<file path="config.mk">
export PLATFORM = sky130hd
export DESIGN_NAME = instr_decode
export DESIGN_NICKNAME = d
export VERILOG_FILES = /design/src/rtl/mips_isa_pkg.sv /design/src/rtl/instr_decode.sv
export SDC_FILE = /design/constraint.sdc
export NUM_CORES = 1
export LEC_CHECK = 0
export CORE_UTILIZATION = 30
export CTS_BUF_LIST = sky130_fd_sc_hd__clkbuf_4
export DETAILED_ROUTE_END_ITERATION = 12
export GPL_TIMING_DRIVEN = 0
export PLACE_DENSITY = 0.95
export SYNTH_ARGS = -nofsm -noshare
export SYNTH_HDL_FRONTEND = slang
export SYNTH_SLANG_ARGS = --single-unit
</file>
<file path="constraint.sdc">
create_clock -name clk -period 4.3 [get_ports clk]
set_input_delay 0.645 -clock clk [delete_from_list [all_inputs] [get_ports clk]]
set_output_delay 0.645 -clock clk [all_outputs]
set_load 0.02 [all_outputs]
</file>
<file path="src/rtl/mips_isa_pkg.sv">
// Shared MIPS-I encoding constants: opcodes, SPECIAL funct codes,
// REGIMM rt codes, COP0 rs codes and the exact eret word.
package mips_isa_pkg;

    // Primary opcode field I[31:26]
    localparam logic [5:0] OP_SPECIAL = 6'b000000;
    localparam logic [5:0] OP_REGIMM  = 6'b000001;
    localparam logic [5:0] OP_J       = 6'b000010;
    localparam logic [5:0] OP_JAL     = 6'b000011;
    localparam logic [5:0] OP_BEQ     = 6'b000100;
    localparam logic [5:0] OP_BNE     = 6'b000101;
    localparam logic [5:0] OP_BLEZ    = 6'b000110;
    localparam logic [5:0] OP_BGTZ    = 6'b000111;
    localparam logic [5:0] OP_ADDI    = 6'b001000;
    localparam logic [5:0] OP_ADDIU   = 6'b001001;
    localparam logic [5:0] OP_SLTI    = 6'b001010;
    localparam logic [5:0] OP_SLTIU   = 6'b001011;
    localparam logic [5:0] OP_ANDI    = 6'b001100;
    localparam logic [5:0] OP_ORI     = 6'b001101;
    localparam logic [5:0] OP_XORI    = 6'b001110;
    localparam logic [5:0] OP_LUI     = 6'b001111;
    localparam logic [5:0] OP_COP0    = 6'b010000;
    localparam logic [5:0] OP_LB      = 6'b100000;
    localparam logic [5:0] OP_LH      = 6'b100001;
    localparam logic [5:0] OP_LW      = 6'b100011;
    localparam logic [5:0] OP_LBU     = 6'b100100;
    localparam logic [5:0] OP_LHU     = 6'b100101;
    localparam logic [5:0] OP_SB      = 6'b101000;
    localparam logic [5:0] OP_SH      = 6'b101001;
    localparam logic [5:0] OP_SW      = 6'b101011;

    // SPECIAL funct field I[5:0]
    localparam logic [5:0] FN_SLL   = 6'b000000;
    localparam logic [5:0] FN_SRL   = 6'b000010;
    localparam logic [5:0] FN_SRA   = 6'b000011;
    localparam logic [5:0] FN_SLLV  = 6'b000100;
    localparam logic [5:0] FN_SRLV  = 6'b000110;
    localparam logic [5:0] FN_SRAV  = 6'b000111;
    localparam logic [5:0] FN_JR    = 6'b001000;
    localparam logic [5:0] FN_JALR  = 6'b001001;
    localparam logic [5:0] FN_MFHI  = 6'b010000;
    localparam logic [5:0] FN_MTHI  = 6'b010001;
    localparam logic [5:0] FN_MFLO  = 6'b010010;
    localparam logic [5:0] FN_MTLO  = 6'b010011;
    localparam logic [5:0] FN_MULT  = 6'b011000;
    localparam logic [5:0] FN_MULTU = 6'b011001;
    localparam logic [5:0] FN_DIV   = 6'b011010;
    localparam logic [5:0] FN_DIVU  = 6'b011011;
    localparam logic [5:0] FN_ADD   = 6'b100000;
    localparam logic [5:0] FN_ADDU  = 6'b100001;
    localparam logic [5:0] FN_SUB   = 6'b100010;
    localparam logic [5:0] FN_SUBU  = 6'b100011;
    localparam logic [5:0] FN_AND   = 6'b100100;
    localparam logic [5:0] FN_OR    = 6'b100101;
    localparam logic [5:0] FN_XOR   = 6'b100110;
    localparam logic [5:0] FN_NOR   = 6'b100111;
    localparam logic [5:0] FN_SLT   = 6'b101010;
    localparam logic [5:0] FN_SLTU  = 6'b101011;

    // REGIMM rt codes and COP0 rs codes
    localparam logic [4:0] RT_BLTZ = 5'b00000;
    localparam logic [4:0] RT_BGEZ = 5'b00001;
    localparam logic [4:0] RS_MF   = 5'b00000;
    localparam logic [4:0] RS_MT   = 5'b00100;

    // eret is recognised only as this exact word
    localparam logic [31:0] ERET_WORD = 32'h42000018;

endpackage

</file>
<file path="src/rtl/instr_decode.sv">
// MIPS-I subset decoder: one-hot per-instruction flags from a 32-bit word,
// plus a registered copy of the reserved-instruction flag.
module instr_decode
    import mips_isa_pkg::*;
(
    input  logic        clk,
    input  logic        reset,
    input  logic [31:0] I,
    output logic lb, lbu, lh, lhu, lw,
    output logic sb, sh, sw,
    output logic R,
    output logic add, addu, sub, subu, mult, multu, div, divu, slt, sltu,
    output logic sll, srl, sra, sllv, srlv, srav,
    output logic and_, or_, xor_, nor_,
    output logic addi, addiu, andi, ori, xori, lui, slti, sltiu,
    output logic beq, bne, blez, bgtz, bltz, bgez,
    output logic j, jal, jalr, jr,
    output logic mfhi, mflo, mthi, mtlo,
    output logic eret, mfc0, mtc0,
    output logic ri,
    output logic ri_r
);

    logic [5:0] op;
    logic [4:0] rs;
    logic [4:0] rt;
    logic [5:0] funct;

    assign op    = I[31:26];
    assign rs    = I[25:21];
    assign rt    = I[20:16];
    assign funct = I[5:0];

    // Decode opcode (and funct/rt/rs where the class needs it) into flags
    always_comb begin
        // NOTE: every output gets a default before the case so no path leaves
        // a flag unassigned, which would otherwise infer a latch.
        {lb, lbu, lh, lhu, lw, sb, sh, sw} = '0;
        {add, addu, sub, subu, mult, multu, div, divu, slt, sltu} = '0;
        {sll, srl, sra, sllv, srlv, srav, and_, or_, xor_, nor_} = '0;
        {addi, addiu, andi, ori, xori, lui, slti, sltiu} = '0;
        {beq, bne, blez, bgtz, bltz, bgez, j, jal, jalr, jr} = '0;
        {mfhi, mflo, mthi, mtlo, eret, mfc0, mtc0} = '0;
        R = (op == OP_SPECIAL);

        case (op)
            OP_SPECIAL: begin
                // Funct-only decode: rs/rt/rd/shamt are deliberately ignored
                case (funct)
                    FN_SLL:   sll   = 1'b1;
                    FN_SRL:   srl   = 1'b1;
                    FN_SRA:   sra   = 1'b1;
                    FN_SLLV:  sllv  = 1'b1;
                    FN_SRLV:  srlv  = 1'b1;
                    FN_SRAV:  srav  = 1'b1;
                    FN_JR:    jr    = 1'b1;
                    FN_JALR:  jalr  = 1'b1;
                    FN_MFHI:  mfhi  = 1'b1;
                    FN_MTHI:  mthi  = 1'b1;
                    FN_MFLO:  mflo  = 1'b1;
                    FN_MTLO:  mtlo  = 1'b1;
                    FN_MULT:  mult  = 1'b1;
                    FN_MULTU: multu = 1'b1;
                    FN_DIV:   div   = 1'b1;
                    FN_DIVU:  divu  = 1'b1;
                    FN_ADD:   add   = 1'b1;
                    FN_ADDU:  addu  = 1'b1;
                    FN_SUB:   sub   = 1'b1;
                    FN_SUBU:  subu  = 1'b1;
                    FN_AND:   and_  = 1'b1;
                    FN_OR:    or_   = 1'b1;
                    FN_XOR:   xor_  = 1'b1;
                    FN_NOR:   nor_  = 1'b1;
                    FN_SLT:   slt   = 1'b1;
                    FN_SLTU:  sltu  = 1'b1;
                    default: ;
                endcase
            end
            OP_REGIMM: begin
                bltz = (rt == RT_BLTZ);
                bgez = (rt == RT_BGEZ);
            end
            OP_COP0: begin
                // ERET_WORD has rs=10000, so it never overlaps mfc0/mtc0
                eret = (I == ERET_WORD);
                mfc0 = (rs == RS_MF);
                mtc0 = (rs == RS_MT);
            end
            OP_J:     j     = 1'b1;
            OP_JAL:   jal   = 1'b1;
            OP_BEQ:   beq   = 1'b1;
            OP_BNE:   bne   = 1'b1;
            OP_BLEZ:  blez  = 1'b1;
            OP_BGTZ:  bgtz  = 1'b1;
            OP_ADDI:  addi  = 1'b1;
            OP_ADDIU: addiu = 1'b1;
            OP_SLTI:  slti  = 1'b1;
            OP_SLTIU: sltiu = 1'b1;
            OP_ANDI:  andi  = 1'b1;
            OP_ORI:   ori   = 1'b1;
            OP_XORI:  xori  = 1'b1;
            OP_LUI:   lui   = 1'b1;
            OP_LB:    lb    = 1'b1;
            OP_LH:    lh    = 1'b1;
            OP_LW:    lw    = 1'b1;
            OP_LBU:   lbu   = 1'b1;
            OP_LHU:   lhu   = 1'b1;
            OP_SB:    sb    = 1'b1;
            OP_SH:    sh    = 1'b1;
            OP_SW:    sw    = 1'b1;
            default: ;
        endcase
    end

    // Reserved instruction: no instruction flag raised (R is a class, not a flag)
    assign ri = ~(lb | lbu | lh | lhu | lw | sb | sh | sw |
                  add | addu | sub | subu | mult | multu | div | divu | slt | sltu |
                  sll | srl | sra | sllv | srlv | srav |
                  and_ | or_ | xor_ | nor_ |
                  addi | addiu | andi | ori | xori | lui | slti | sltiu |
                  beq | bne | blez | bgtz | bltz | bgez |
                  j | jal | jalr | jr |
                  mfhi | mflo | mthi | mtlo |
                  eret | mfc0 | mtc0);

    // Register ri with a synchronous active-low clear
    always_ff @(posedge clk) begin
        // NOTE: sequential state uses non-blocking assignment so every flop
        // samples pre-edge values regardless of block ordering.
        if (!reset) ri_r <= 1'b0;
        else        ri_r <= ri;
    end

endmodule

</file>
# ---- After elaboration in Yosys (flattened, before gate mapping)
# Index checks and enable logic that the tools add are counted.
dict set report word_totals {
  reg_bits 1
  input_bits 34
  output_inout_bits 56
  elab_cells 189
}
dict set report op_classes {
  n_eq_ne 52
  muxes 79
  n_bitwise 53
  reduce_logical 4
}
# op count
set ops {}
lappend ops {{$eq A6 B6 Y1 const B} 18}
lappend ops {{$mux W1} 79}
lappend ops {{$eq A6 B4 Y1 const B} 10}
lappend ops {{$eq A6 B5 Y1 const B} 9}
lappend ops {{$or A1 B1 Y1} 52}
lappend ops {{$eq A6 B3 Y1 const B} 7}
lappend ops {{$eq A32 B31 Y1 const B} 1}
lappend ops {{$eq A6 B2 Y1 const B} 4}
lappend ops {{$logic_not A6 Y1} 2}
lappend ops {{$logic_not A5 Y1} 2}
lappend ops {{$eq A6 B1 Y1 const B} 1}
lappend ops {{$eq A5 B1 Y1 const B} 1}
lappend ops {{$eq A5 B3 Y1 const B} 1}
lappend ops {{$not A1 Y1} 1}

# ---- Longest topological paths before layout
dict set report depth {
  ltp_word 55
  ltp_mapped 7
  mapped_depth_nobuf 5
}

# ---- Worst setup path after synthesis
# OpenSTA, ideal clock, no wires.
dict set report synth_timing {
  kind {input -> output}
  from {input I[31]}
  to {output jr}
  arrival_ps 2683
  required_ps 3655
  path_slack_ps 972
  cell_stages 6
  n_path_buf 2
  path_cell_list {buf_6 -> or4_4 -> or2_4 -> or3_2 -> buf_2 -> nor4_1}
}
dict set report synth_between {
  elab_chain_cells 2
}
# element line_no
set synth_rtl {}
lappend synth_rtl {{start, declared} instr_decode.sv:8} ;# input logic [31:0] I,
lappend synth_rtl {{$logic_not A6 Y1} instr_decode.sv:46} ;# case (op)
lappend synth_rtl {{$mux W1} instr_decode.sv:46}
lappend synth_rtl {{end, declared} instr_decode.sv:17} ;# output logic j, jal, jalr, jr,
# No other way between the ends.

# ---- Worst setup path after layout
dict set report layout_timing {
  from {input I[29]}
  to {output and_}
}
dict set report layout_between {
  elab_chain_cells 2
}
# element line_no
set layout_rtl {}
lappend layout_rtl {{$logic_not A6 Y1} instr_decode.sv:46}
lappend layout_rtl {{$mux W1} instr_decode.sv:46}
lappend layout_rtl {{end, declared} instr_decode.sv:14} ;# output logic and_, or_, xor_, nor_,
# No other way between the ends.

==> results.md <==
- Vias/cell: 5.15
- Hold buffers post-CTS: 0
- Startpoint types: primary input
- Final setup vio count: 0
- Hold Crit Class: in2reg
- Critical Path AT: 3.47 ns
- Vias in the first global route: 1083
- Power density over the cells: 60.0 nW/um^2
- Initial Util: 31.5%
- Port-buffer cells: 86
- GPL Wtd Cong: 0.863
- Psw: 43.9 uW
- Post-CTS setup buffer count: 0
- Post-synth EDFFs: 0
- Cell variety after synth: 42
- VDD IR-drop max: 0.0000695 V
- Fin nets: 260
- CP required: 3.65 ns
- Largest net degree at the start of global routing: 11
- Fmax achieved: 0.243 GHz
- Final ANT Viol Nets: 0
- Remaining global-route overflow: 0
- Max cap viols: 0
- DR vias: 1309
- Comb pwr share: 89.5%
- Relative slew slack: 62.2%
- Biggest register: ri_r
- Area delta synth->final: 116%
- Outcome: complete, no violations
- Sequential Area: 20.0 sq um
- Row cnt: 18
- Total internal power: 56.5 uW
- Syn Area/Cell: 5.61 sq um
- Cells after Synth: 138
- Setup TNS Final: 0 ns
- Pins Over Slew Limit: 0
- Final WL: 3.10 mm
- # DRC: 0
- GRT Total Usage: 22.0%
- Worst Tran Pin Value: 0.559 ns
- Sequential share of power: 10.5%
- Clk pwr share: 0%
- Total Power: 100 uW
- Area after DPL: 1670 sq um
- Filler cell count: 215
- Post-synth net total: 172
- Layout cells sized above 1: 5.36%
- Layout Cell Area excl Fill: 1670 sq um
- Final worst slack: 0.185 ns
- Crit share post-route: 95.7%
- Pre-CTS WS: 0.186 ns
- Io pins: 90
- Max FFs per register: 1
- Routed length per placed instance: 12.2 um
- Global-route wire length before repair: 4.76 mm
- Hold Vio Cnt, Final: 0
- Number of antenna violations at the first check in global routing: 0
- Synth Flop Type: dfxtp_1
- Dpl hpwl: 2.60 mm
- Post_cts resized: 0
- Synth warnings: 0
- Yosys reg bits: 1
- Post-layout min period: 4.11 ns
- Worst Path Max Fanout: 7
- Drt pass-1 iters: 4
- Antenna Cells: 0
- Die Wd: 52.8 um
- Iteration-0 DRC Markers: 24
- Sequential share of the synthesized area: 2.58%
- Worst-path clk slew: 0 ns
- Die area: 2790 sq um
- Largest regs: ri_r: 1 flops
- Die H: 52.8 um
- Post-Syn Area: 774 sq um
- Core ar.: 2450 sq um
- Post-route insts no fill: 254
- DP Cell Count: 254
- RSZ-0062 raised after global routing: no
- WS Path Type: in2out
- Switching Share: 43.7%
- Async SR Flop Fraction: 0%
- Area of the multi-input gates: 674 sq um
- LEAKAGE: 0.000537 uW
- Nature of the critical path endpoint: output port
-- cell families after synthesis --
logic type | Yosys count | synth area share, %
AOI/OAI and AO/OA | 14 | 13.1
buffers and inverters | 17 | 10.3
DFF | 1 | 2.58
muxes | 1 | 1.29
and+or+nand+nor | 105 | 72.7
-- routing by layer --
| layer | wire length (um) | GRT usage [%] | vias up | part of all wire (%) |
|---|---|---|---|---|
| li1 | - | - | 672 | - |
| met1 | 1330 | 28.0 | 579 | 43 |
| met2 | 1600 | 42.6 | 58 | 51 |
| met3 | 179 | 0.580 | 0 | 5.8 |
| met4 | 0 | 0 | 0 | 0 |
| met5 | 0 | 0 | - | 0 |
-- placed cells by master, fill, tap and decap left out, types with 2 or more instances in the layout --
master,Yosys,final
inv_1,4,4
nor3_1,13,13
clkdlybuf4s50_1,0,86
nand2b_1,8,8
clkbuf_1,9,9
or3_1,2,2
nor2_1,38,38
o21ai_0,2,2
or2_4,2,2
nor4b_1,2,2
nand4_1,2,2
nand3b_1,2,2
nor4_1,14,14
buf_6,2,2
a21oi_1,3,3
or2_2,2,2
nand2_1,7,7
-- power by group through the flow --
stage | Clock [uW] | Combinational [uW] | Sequential (uW)
6_report | 0 | 89.8 | 10.6
5_1_grt | 0 | 97.4 | 10.7
4_1_cts | 0 | 89.7 | 10.6
3_5_place_dp | 0 | 89.5 | 10.6
3_3_place_gp | 0 | 87.5 | 10.6
2_1_floorplan | 0 | 40.4 | 11.8
-- synthesized netlist by cell type, types with 2 or more instances --
cell type,count,area [sq um]
or3_1,2,12.5
or2_4,2,17.5
inv_1,4,15.0
nand2_1,7,26.3
clkbuf_1,9,33.8
nor4_1,14,87.6
nand3b_1,2,15.0
nor3_1,13,65.1
buf_6,2,22.5
nor2_1,38,143
nand2b_1,8,50.1
or2_2,2,12.5
nor4b_1,2,17.5
a21oi_1,3,15.0
nand4_1,2,12.5
o21ai_0,2,10.0
-- layout make-up --
cell class	instances	share of cell area, %
multi-input cells	120	40.3
plain buffers	13	3.89
repair buffers	86	51.5
flip-flops and latches	1	1.20
inverters	4	0.898
well taps	30	2.24
-- worst max-delay path: stages --
cell	delay, ns
clkdlybuf4s50_1	0.51
or2_2	0.33
clkbuf_1	0.19
or2_4	0.30
or3_1	0.32
buf_6	0.14
or2_4	0.26
nor3_2	0.14
clkdlybuf4s50_1	0.63
-- worst paths after layout --
path | start | end | slack [ns] | cells after the start
worst min-delay path | I[31] | ri_r | 1.13 | 4
worst max-delay path | I[29] | and_ | 0.19 | 9
-- per-stage QoR --
step / hold slack, ns / utilization [%]
detailed placement: 1.13 / 68.1
floorplan: 0.890 / -
CTS: 1.13 / 68.1
global placement: 1.12 / 68.1
global route: 1.16 / 68.1
finish: 1.13 / 68.1
(Power assumes the default switching activity.)
